<file path="src/rtl/bist_pkg.sv">
// Shared BIST constants, FSM state type and the response fold helper.
// Used by the response analyzer and its MISR core; the pattern-side
// generators import the same defaults so both halves agree on widths.
package bist_pkg;

    localparam int unsigned DEF_DATA_W = 17;
    localparam int unsigned DEF_SIG_W  = 10;
    localparam logic [DEF_SIG_W-1:0] DEF_POLY = 10'h009;  // x^10 + x^3 + 1

    // Widest response word the fold helper accepts (zero-padded up to this).
    localparam int unsigned FOLD_MAX_W = 64;

    typedef enum logic [1:0] {
        IDLE,
        RUN,
        COMPARE,
        DONE
    } bist_state_e;

    // One output bit of the fold: zero-padding the word to a multiple of
    // sig_w and XORing all sig_w-bit chunks places data bit i on output
    // bit (i mod sig_w).
    function automatic logic fold_bit(input logic [FOLD_MAX_W-1:0] data,
                                      input int unsigned           sig_w,
                                      input int unsigned           bit_idx);
        logic acc;
        acc = 1'b0;
        for (int unsigned i = 0; i < FOLD_MAX_W; i++) begin
            if ((i % sig_w) == bit_idx) begin
                acc = acc ^ data[i];
            end
        end
        return acc;
    endfunction

endpackage

</file>
<file path="src/rtl/bist_response_analyzer_misr.sv">
// Combinational MISR next-state: shift left, polynomial feedback from the
// MSB, then XOR in the folded response word.
// Ports: sig_in (current signature), data_in (response word),
//        poly (feedback taps), sig_next (next signature).
module misr_core
    import bist_pkg::*;
#(
    parameter int unsigned SIG_W  = DEF_SIG_W,
    parameter int unsigned DATA_W = DEF_DATA_W
) (
    input  logic [SIG_W-1:0]  sig_in,
    input  logic [DATA_W-1:0] data_in,
    input  logic [SIG_W-1:0]  poly,
    output logic [SIG_W-1:0]  sig_next
);

    logic [FOLD_MAX_W-1:0] data_ext;
    logic [SIG_W-1:0]      folded;
    logic [SIG_W-1:0]      shifted;

    assign data_ext = FOLD_MAX_W'(data_in);

    for (genvar g = 0; g < SIG_W; g++) begin : g_fold
        assign folded[g] = fold_bit(data_ext, SIG_W, g);
    end

    assign shifted  = {sig_in[SIG_W-2:0], 1'b0};
    assign sig_next = shifted ^ (sig_in[SIG_W-1] ? poly : '0) ^ folded;

endmodule

</file>
<file path="src/rtl/bist_response_analyzer.sv">
// BIST response analyzer: compacts NUM_PATTERNS CUT responses into a MISR
// signature, then compares it against a golden value sampled on start.
// Ports: clk, rst_n (async active-low), start, abort, resp_valid,
//        resp_data, golden_sig (inputs); busy, done, pass, signature,
//        pattern_count (registered outputs).
module bist_response_analyzer
    import bist_pkg::*;
#(
    parameter int unsigned      DATA_W       = DEF_DATA_W,
    parameter int unsigned      SIG_W        = DEF_SIG_W,
    parameter logic [SIG_W-1:0] POLY         = DEF_POLY,
    parameter logic [SIG_W-1:0] SEED         = '0,
    parameter int unsigned      NUM_PATTERNS = 256,
    parameter int unsigned      CNT_W        = 9
) (
    input  logic              clk,
    input  logic              rst_n,
    input  logic              start,
    input  logic              abort,
    input  logic              resp_valid,
    input  logic [DATA_W-1:0] resp_data,
    input  logic [SIG_W-1:0]  golden_sig,
    output logic              busy,
    output logic              done,
    output logic              pass,
    output logic [SIG_W-1:0]  signature,
    output logic [CNT_W-1:0]  pattern_count
);

    localparam logic [CNT_W-1:0] LAST_IDX = CNT_W'(NUM_PATTERNS - 1);

    bist_state_e      state, state_n;
    logic [SIG_W-1:0] golden_q, golden_n;
    logic [SIG_W-1:0] sig_n, misr_next;
    logic [CNT_W-1:0] cnt_n;
    logic             busy_n, done_n, pass_n;

    misr_core #(
        .SIG_W  (SIG_W),
        .DATA_W (DATA_W)
    ) u_misr (
        .sig_in   (signature),
        .data_in  (resp_data),
        .poly     (POLY),
        .sig_next (misr_next)
    );

    always_ff @(posedge clk or negedge rst_n) begin
        if (!rst_n) begin
            state         <= IDLE;
            signature     <= '0;
            pattern_count <= '0;
            golden_q      <= '0;
            busy          <= 1'b0;
            done          <= 1'b0;
            pass          <= 1'b0;
        end else begin
            state         <= state_n;
            signature     <= sig_n;
            pattern_count <= cnt_n;
            golden_q      <= golden_n;
            busy          <= busy_n;
            done          <= done_n;
            pass          <= pass_n;
        end
    end

    always_comb begin
        state_n  = state;
        sig_n    = signature;
        cnt_n    = pattern_count;
        golden_n = golden_q;
        busy_n   = busy;
        done_n   = done;
        pass_n   = pass;

        // Abort wins over everything, including a same-edge start or response;
        // signature and count are left untouched for debug.
        if (abort) begin
            state_n = IDLE;
            busy_n  = 1'b0;
            done_n  = 1'b0;
            pass_n  = 1'b0;
        end else begin
            unique case (state)
                IDLE, DONE: begin
                    if (start) begin
                        state_n  = RUN;
                        sig_n    = SEED;
                        cnt_n    = '0;
                        golden_n = golden_sig;
                        busy_n   = 1'b1;
                        done_n   = 1'b0;
                        pass_n   = 1'b0;
                    end
                end
                RUN: begin
                    if (resp_valid) begin
                        sig_n = misr_next;
                        cnt_n = pattern_count + CNT_W'(1);
                        if (pattern_count == LAST_IDX) begin
                            state_n = COMPARE;
                        end
                    end
                end
                COMPARE: begin
                    pass_n  = (signature == golden_q);
                    done_n  = 1'b1;
                    busy_n  = 1'b0;
                    state_n = DONE;
                end
                default: state_n = IDLE;
            endcase
        end
    end

endmodule

</file>
<file path="config.mk">
export PLATFORM = sky130hd
export DESIGN_NAME = bist_response_analyzer
export DESIGN_NICKNAME = d
export VERILOG_FILES = /design/src/rtl/bist_pkg.sv /design/src/rtl/bist_response_analyzer_misr.sv /design/src/rtl/bist_response_analyzer.sv
export SDC_FILE = /design/constraint.sdc
export NUM_CORES = 1
export LEC_CHECK = 0
export ABC_AREA = 1
export CAP_MARGIN = 20
export CORE_ASPECT_RATIO = 0.6
export CORE_MARGIN = 3
export CORE_UTILIZATION = 36
export DETAILED_ROUTE_END_ITERATION = 16
export PLACE_DENSITY = 0.66
export SLEW_MARGIN = 40
export SYNTH_ARGS = -nofsm -noshare
export SYNTH_HDL_FRONTEND = slang
export SYNTH_SLANG_ARGS = --single-unit
</file>
<file path="constraint.sdc">
create_clock -name clk -period 4.1 [get_ports clk]
set_input_delay 0.615 -clock clk [delete_from_list [all_inputs] [get_ports clk]]
set_output_delay 0.615 -clock clk [all_outputs]
set_load 0.005 [all_outputs]
</file>
==> impl_metrics.py <==
metrics = {
    "min_path": {
        "hold_class": "reg -> reg",
        "min_from": "done",
    },
    "floorplan": {
        "core_sq_um": 4800,
        "dieArea_sq_um": 6170,
        "rows": 19,
        "io_pins": 54,
        "start_util_pct": 39.3,
        "die_h_um": 62.1,
        "die_w_um": 99.5,
    },
    "sta": {
        "hold_viol": 0,
        "final.setup.worst_slack_ns": 2.13,
        "setup_viol": 0,
        "fmax_mhz": 507,
        "worst_slew_pin_slew_ns": 0.448,
        "finalCritPeriodShare_pct": 48.1,
        "slew_headroom_pct": 70.1,
        "rsz0062_at_grt": "false",
        "clock-skew-final_ns": 0.00578,
        "final_max_slew_viol_count": 0,
        "finalHoldWorstSlack_ns": 0.497,
        "tns_ns": 0,
        "min_period_ns": 1.97,
    },
    "placement": {
        "place_area_sq_um": 2470,
        "dp_cells": 346,
        "portBuffers": 53,
        "gp_congestion": 0.863,
        "dp_slack_ns": 1.93,
        "dpl.hpwl_um": 3520,
    },
    "global_routing": {
        "grt_overflow": 0,
        "grt_pass1_wl_um": 7310,
        "grt_max_degree": 35,
        "grt_pass1_vias": 1530,
        "antenna_found_initial": 0,
        "grt_use_total_pct": 15.5,
    },
    "drt": {
        "first_pass_iters": 4,
        "routedWlPerCell_um": 13.1,
        "final_antenna_net_count": 0,
        "initialDrtViolationCount": 84,
        "drc": 0,
        "vias": 1646,
        "vias_per_cell": 4.65,
        "drt-total-wl_um": 4630,
    },
    "power": {
        "vdd_drop_max_mv": 0.181,
        "power.total_mw": 1.37,
        "p_leak_nw": 1.19,
        "power_density_nw_per_um2": 533,
    },
    "worst_setup_path": {
        "crit_top_cell": "nand3_1",
        "crit_buf_inv": 1,
        "crit_required_ns": 4.30,
        "path_max_fanout": 6,
        "r2r-start": "pattern_count[0]",
        "critPathTopFamily": "simple AND/OR/NAND/NOR gates",
        "crit_chain": "ha_1, nand3_1, inv_1, nand3_1, nor3_1, ha_1, a21oi_1, o21ai_0, nand3_1, o21ai_0",
        "worstSetupEndpointType": "flip-flop",
        "cp.arrival_ns": 2.17,
        "cp-startpoint": "pattern_count[0]",
        "path_class": "reg -> reg",
        "startpoint_type": "flip-flop",
        "cp_slowest_cell": "dfrtp_1",
        "max_stage_delay_ns": 0.43,
    },
    "clocking": {
        "h-tree-depth": 2,
        "clockBufferDepth": 2,
        "clockRootBuffer": "clkbuf_8",
        "cts_setup_buffers": 0,
        "clkTransAtPathRegs_ns": 0.07,
        "cts_buffers": 5,
        "cts_tree": "done",
        "holdBufCountCts": 0,
        "cts.repair.resized": 0,
        "cts_sinks": 34,
        "clkLatencyLatePin_ns": 0.28,
    },
    "flow_run": {
        "maxCapViolCount": 0,
    },
    "yosys": {
        "synth.area.top_cells": "dfrtp_1 (45%), nand2_1 (14%), xnor2_1 (7.4%), inv_1 (6.2%), nor2_1 (3.8%)",
        "ys_warn_count": 0,
        "yosys.area.top_type": "dfrtp_1",
        "synth_cell_types": 22,
        "syn_inst": 232,
        "syn_area_sq_um": 1890,
        "yosysTopAreaCellShare_pct": 45.1,
        "yosysSeqAreaShare_pct": 45.1,
        "ys_ff_latch": 34,
        "syn_nets": 268,
        "avgSynthCellArea_sq_um": 8.13,
    },
    "cells_and_area": {
        "drive_gt1_share_pct": 7.22,
        "fillCellCount": 453,
        "num_antenna_cells": 0,
        "final_common_cell": "nand2_1",
        "syn_to_final_growth_pct": 35.9,
        "fin_nets": 326,
        "fin_cells": 354,
        "fin_area_sq_um": 2560,
        "finalCoreUtilization_pct": 53.4,
        "layout_common_cells": "nand2_1 (68), clkdlybuf4s50_1 (53), dfrtp_1 (34), inv_1 (31), nor2_1 (19)",
    },
    "run_status": {
        "status": "completed",
    },
}
final timing paths:
kind / to / slack [ns] / cells past startpoint
setup / recovery: state[1] / 2.13 / 10
hold / removal: done / 0.50 / 2
setup reg to reg: state[1] / 2.13 / 10
hold reg to reg: done / 0.50 / 2
max in group asynchronous: signature[7] / 3.04 / 2
min in group asynchronous: state[0] / 0.74 / 2
state kept, by name (all words and copies together), names as in the netlist:
name           count
busy               1
pattern_count      9
signature         10
golden_q          10
state              2
done               1
pass               1
worst reg2reg max path, stage by stage (launching register included):
cell and delay, ns:
dfrtp_1 0.43, ha_1 0.23, nand3_1 0.16, inv_1 0.08, nand3_1 0.08, nor3_1 0.18, ha_1 0.18, a21oi_1 0.06
o21ai_0 0.28, nand3_1 0.11, o21ai_0 0.09
per-layer routing:
layer	routed length, um	track usage (%)
met1	2270	22.2
met2	2070	23.7
met3	278	4.24
met4	6	3.11
met5	0	0
cells in the mapped netlist, drive strengths merged:
library cell	instances
xor2	3
buf	3
nand2	69
dfrtp	34
nor2	22
inv	33
nand4	1
a21oi	11
o22ai	3
nor3	1
ha	4
nand3	16
xnor2	16
mux2	4
o21ai	11
nor3b	1
cell type report:
type                    count  area (sq um)  share of cell area, %
multi-input cells         162           878                   34.2
flip-flops and latches     34           851                   33.2
repair buffers             54           538                   21.0
inverters                  33           124                   4.83
clock buffers               6          82.6                   3.22
well taps                  63          78.8                   3.07
clock inverters             2          12.5                  0.488
cells by family after synthesis:
logic type | synth area share (%)
simple gates | 25.9
xor+xnor | 8.82
flops | 45.1
fa+ha+maj | 2.65
mux | 2.39
compound gates | 6.83
buf+inv | 8.36
power by group:
| part | internal, mW | switching, mW | leakage (nW) |
|---|---|---|---|
| clock network | 0.135 | 0.120 | 0.0472 |
| registers | 0.441 | 0.101 | 0.438 |
| logic | 0.278 | 0.293 | 0.705 |
| total | 0.854 | 0.514 | 1.19 |
Note: power is estimated with default switching activity, not from simulation.
==> variant 1: new RTL, config.mk and constraints unchanged <==
Re-encode `bist_state_e` (4 states) as Gray code, 2 bits wide.
--- a/src/rtl/bist_pkg.sv
+++ b/src/rtl/bist_pkg.sv
@@ -12,8 +12,8 @@
 
     typedef enum logic [1:0] {
-        IDLE,
-        RUN,
-        COMPARE,
-        DONE
+        IDLE    = 2'b00,
+        RUN     = 2'b01,
+        COMPARE = 2'b11,
+        DONE    = 2'b10
     } bist_state_e;
 
Check against the original RTL: no difference found for any inputs over 10 cycles, from zero or initial values and one cycle with rst_n low; not proved beyond that.
==> variant 1 against the original RTL <==
  * Power down 19%
  * Wire length up 5.5%
  * Critical path type is now primary input to flip-flop
  * Area after synthesis up 3.7%
  * Sequential cell count unchanged
  * Worst setup slack worse by 200 ps
  * Sequential share of layout area down 0.90 points
  * Non-clock buffer count unchanged
  * Critical endpoint is now golden_q[3]$_DFFE_PN0P_
  * Design area up 2.8%
==> variant 1: results (changes against the original RTL) <==
post-detailed-route count of antenna-violating nets=0 (unchanged); complex-gate fraction of the synthesized area=0.0537 (-0.0146); placed insts=373 (+7.8%); total number of vias=1,749 (+6.3%); status=finished, final reports clean; Post-Route M1 WL=2570 um (+13%); syn_area_per_cell=7.56 sq um (-7.1%); largest net degree at the start of global routing=35 (unchanged); pre-CTS worst setup slack=1650 ps (-281 ps); worst-path fanout max=17 (+11); WL met3=402 um (+45%); biggest regs=golden_q: 10 flops, signature: 10 flops, pattern_count: 9 flops; met3 Use GR=0.0431 (+0.000778); Crit-path slowest cell=clkdlybuf4s50_1; Total GRT Usage=0.160 (+0.00533); # fillers=498 (+9.9%); worst slew pin tran=573 ps (+125 ps); hpwl dp=3710 um (+5.3%); comb pwr=0.000371 W (-35%); fraction of layout cells with a size suffix above 1=0.0762 (+0.00403); 1st-iter DRT viols=154 (+83%); Internal Pwr Total=0.000728 W (-15%); vias in the first global route=1,556 (+1.7%); final-stage net count=348 (+6.7%); Reg2Reg Depth=8 (-2); critical path's top delay family=compound AO/OA/AOI/OAI gates; Flop pwr share=0.431 (+0.035); Worst-path clk slew=70 ps (about the same); met1 Use GR=0.254 (+0.0320); Seq/Total Area, Yosys=0.435 (-0.0161); Layout Cells excl Fill=381 (+7.6%); mux cell area share after synthesis=0 (-0.0239); CP arrival=2400 ps (+230 ps); Peak supply drop=0.186 mV (+2.9%); first-pass GRT wire length=7870 um (+7.6%); CTS H-Tree Depth=2 (unchanged); CP peak stage delay=520 ps (+90 ps); met2 usage=0.201 (-0.0355); routed wire length=4880 um (+5.5%); Distinct cells, synth=28 (+27%); most frequent cells after synthesis=nand2_1, dfrtp_1, nand3_1, inv_1, xnor2_1; Post-Synthesis Net Count=293 (+9.3%); Min-Delay Path Class=flip-flop to flip-flop; Post-Synth XOR/XNOR Area=0.0761 (-0.0121); WL met2=1860 um (-10%); Final Skew=12.9 ps (+7.13 ps); Max clock buf depth=2 (unchanged); Synth Area in Adders=0.0128 (-0.0137); Placer Congestion=0.802 (-7.1%); Area contributors post-synth=dfrtp_1, nand2_1, nand3_1, xnor2_1, inv_1; 1st-pass router iterations=4 (unchanged); P_leak=1.22 nW (+2.8%)
## variant 1: cell count changes after synthesis, sizes merged, moves of 2 or more
cell,delta
ha,-2
inv,-6
nand4,+3
buf,+3
nand3b,+3
nor2,-10
a21oi,-9
mux2,-4
xnor2,-2
nand2,+32
o21ai,-2
or2,+7
nand3,+12
## variant 1: path summary, 6_finish.rpt
check	endpoint	start	slack, ps
hold reg to reg	golden_q[5]$_DFFE_PN0P_	golden_q[5]$_DFFE_PN0P_	510
max in group asynchronous	golden_q[5]$_DFFE_PN0P_	rst_n	3040
setup reg to reg	state[0]$_DFFE_PN0P_	pattern_count[1]$_DFFE_PN0P_	2080
setup / recovery	golden_q[3]$_DFFE_PN0P_	abort	1930
hold / removal	golden_q[5]$_DFFE_PN0P_	golden_q[5]$_DFFE_PN0P_	510
min in group asynchronous	pattern_count[2]$_DFFE_PN0P_	rst_n	730
## variant 1: cell families after synthesis
kind of cell | after synthesis
flops | 34
xor+xnor | 17
simple gates | 156
compound gates | 16
buf+inv | 34
fa+ha+maj | 2
## variant 1: area by class of cell
cell class	count	area, sq um	area share
clock buffer	6	82.6	0.0313
clock inverter	2	12.5	0.00475
inverter	28	106	0.0403
multi-input combinational	191	963	0.365
sequential	34	851	0.323
tap	66	82.6	0.0313
timing repair buffer	54	538	0.204
## variant 1: metrics by stage
| step | hold slack, ps | power, W | area [sq um] | util |
|---|---|---|---|---|
| 2_1_floorplan | 319 | 0.000687 | 1960 | - |
| 3_3_place_gp | 485 | 0.000850 | 2540 | 0.492 |
| 3_5_place_dp | 500 | 0.000861 | 2540 | 0.492 |
| 4_1_cts | 516 | 0.00112 | 2630 | 0.511 |
| 5_1_grt | 534 | 0.00120 | 2640 | 0.511 |
| 6_report | 512 | 0.00111 | 2640 | 0.511 |
==> variant 2: new RTL, config.mk and constraints unchanged <==
Made on the original files. Set the parameter `CNT_W` to 11 (it was 9).
--- a/src/rtl/bist_response_analyzer.sv
+++ b/src/rtl/bist_response_analyzer.sv
@@ -12,5 +12,5 @@
     parameter logic [SIG_W-1:0] SEED         = '0,
     parameter int unsigned      NUM_PATTERNS = 256,
-    parameter int unsigned      CNT_W        = 9
+    parameter int unsigned      CNT_W        = 11
 ) (
     input  logic              clk,
Ports: changed (resized pattern_count); port bits go from 54 to 56. The function was not compared with the original's and may differ.
==> variant 2 against the original RTL <==
  * Sequential cell count rose by 2
  * Count of clock-buffer cells in the layout rose by 1
  * Non-clock buffer count rose by 1
  * Via count rose by 13%
  * Highest routed layer unchanged
  * Largest cell class unchanged
  * Worst setup slack got worse by 53 ps
  * Sequential power rose by 7.8%
  * Design area rose by 7.5%
  * Power rose by 7.5%
  * First-iteration DRC count rose by 4.8%
  * Area after synthesis rose by 9.3%
  * Wire length rose by 7.3%
  * Clock skew fell by 3.4 ps
==> variant 2: results (changes against the original RTL) <==
P_leak=1.28 nW (+7.3%); hpwl dp=3730 um (+5.7%); Final Skew=2.38 ps (-3.39 ps); CTS H-Tree Depth=2 (unchanged); biggest regs=pattern_count: 11 flops, golden_q: 10 flops, signature: 10 flops; vias in the first global route=1,765 (+15%); Slew headroom=0.588 (-0.114); CP arrival=2210 ps (+40 ps); final-stage net count=358 (+9.8%); largest net degree at the start of global routing=37 (+5.7%); Synth Area in Adders=0.0182 (-0.00832); Reg2Reg Depth=8 (-2); 1st-iter DRT viols=88 (+4.8%); first-pass GRT wire length=8480 um (+16%); worst-path fanout max=15 (+9); mux cell area share after synthesis=0.0164 (-0.00749); WL/cell=12.4 um (-5.0%); setup TNS=0 ps (unchanged); fraction of layout cells with a size suffix above 1=0.0681 (-0.00405); Post-Synthesis Net Count=301 (+12%); complex-gate fraction of the synthesized area=0.0655 (-0.00277); Area contributors post-synth=dfrtp_1, nand2_1, inv_1, nor2_1, xnor2_1; Distinct cells, synth=23 (+4.5%); Post-Synth XOR/XNOR Area=0.0934 (+0.00525); Placer Congestion=0.862 (-0.12%); Total GRT Usage=0.157 (+0.00271); Async SR Flop Fraction=1.00 (unchanged); Peak supply drop=0.219 mV (+21%); PortBufs=55 (+3.8%); most frequent cells after synthesis=nand2_1, dfrtp_1, inv_1, nor2_1, xnor2_1; Seq/Total Area, Yosys=0.437 (-0.0140); status=finished, final reports clean; vias per cell=4.65 (about the same); Min-Delay Path Class=primary input to async pin
variant 2: kinds of logic (layout without fill, tap and decap cells):
logic type / count (synthesis) / in the layout
AOI/OAI and AO/OA: 25 / 25
muxes: 3 / 3
xor gates and xnor gates: 22 / 22
buffers and inverters: 39 / 96
adders and majority gates: 3 / 3
and+or+nand+nor: 138 / 138
DFF: 36 / 36
variant 2: cell type report:
cell class	instances	area, sq um
repair buffers	55	548
clock buffers	7	96.3
multi-input cells	191	987
inverters	34	128
well taps	77	96.3
flip-flops and latches	36	901
fillers	503	2520
variant 2: stage by stage:
step / util / cells / setup slack (ps) / total power, W / area, sq um
after CTS: 0.522 / 400 / 2060 / 0.00148 / 2750
after global routing: 0.522 / 400 / 1870 / 0.00160 / 2760
final: 0.522 / 400 / 2080 / 0.00147 / 2760
after floorplan: - / 266 / 2620 / 0.000966 / 2060
after detailed placement: 0.503 / 393 / 1770 / 0.00120 / 2660
after global placement: 0.503 / 393 / 1870 / 0.00119 / 2660
variant 2: worst paths after layout:
| kind | to | from | slack (ps) |
|---|---|---|---|
| worst max-delay path | pattern_count[6]$_DFFE_PN0P_ | abort | 2080 |
| worst min register to register | done$_DFFE_PN0P_ | done$_DFFE_PN0P_ | 480 |
| max in group asynchronous | golden_q[5]$_DFFE_PN0P_ | rst_n | 3490 |
| worst min-delay path | pattern_count[10]$_DFFE_PN0P_ | rst_n | 280 |
| worst max register to register | pattern_count[6]$_DFFE_PN0P_ | state[0]$_DFFE_PN0P_ | 2170 |
| min in group clk | done$_DFFE_PN0P_ | done$_DFFE_PN0P_ | 480 |
variant 2: critical path, cell delays in order:
cell and delay [ps]:
clkdlybuf4s50_1 510, nor2_4 150, nand3_1 470, nor2_1 290
nand2_1 70, nand2_1 60, nor2_1 50
variant 2: per-layer routing:
layer	GRT usage	routed length, um
met1	0.236	2610
met2	0.215	1990
met5	0	0
met3	0.0537	360
met4	0.0332	9
variant 2: report_power, final:
part | internal (W) | switching, W
Sequential | 0.000465 | 0.000118
Clock | 0.000150 | 0.000128
Combinational | 0.000298 | 0.000311
Total | 0.000913 | 0.000557
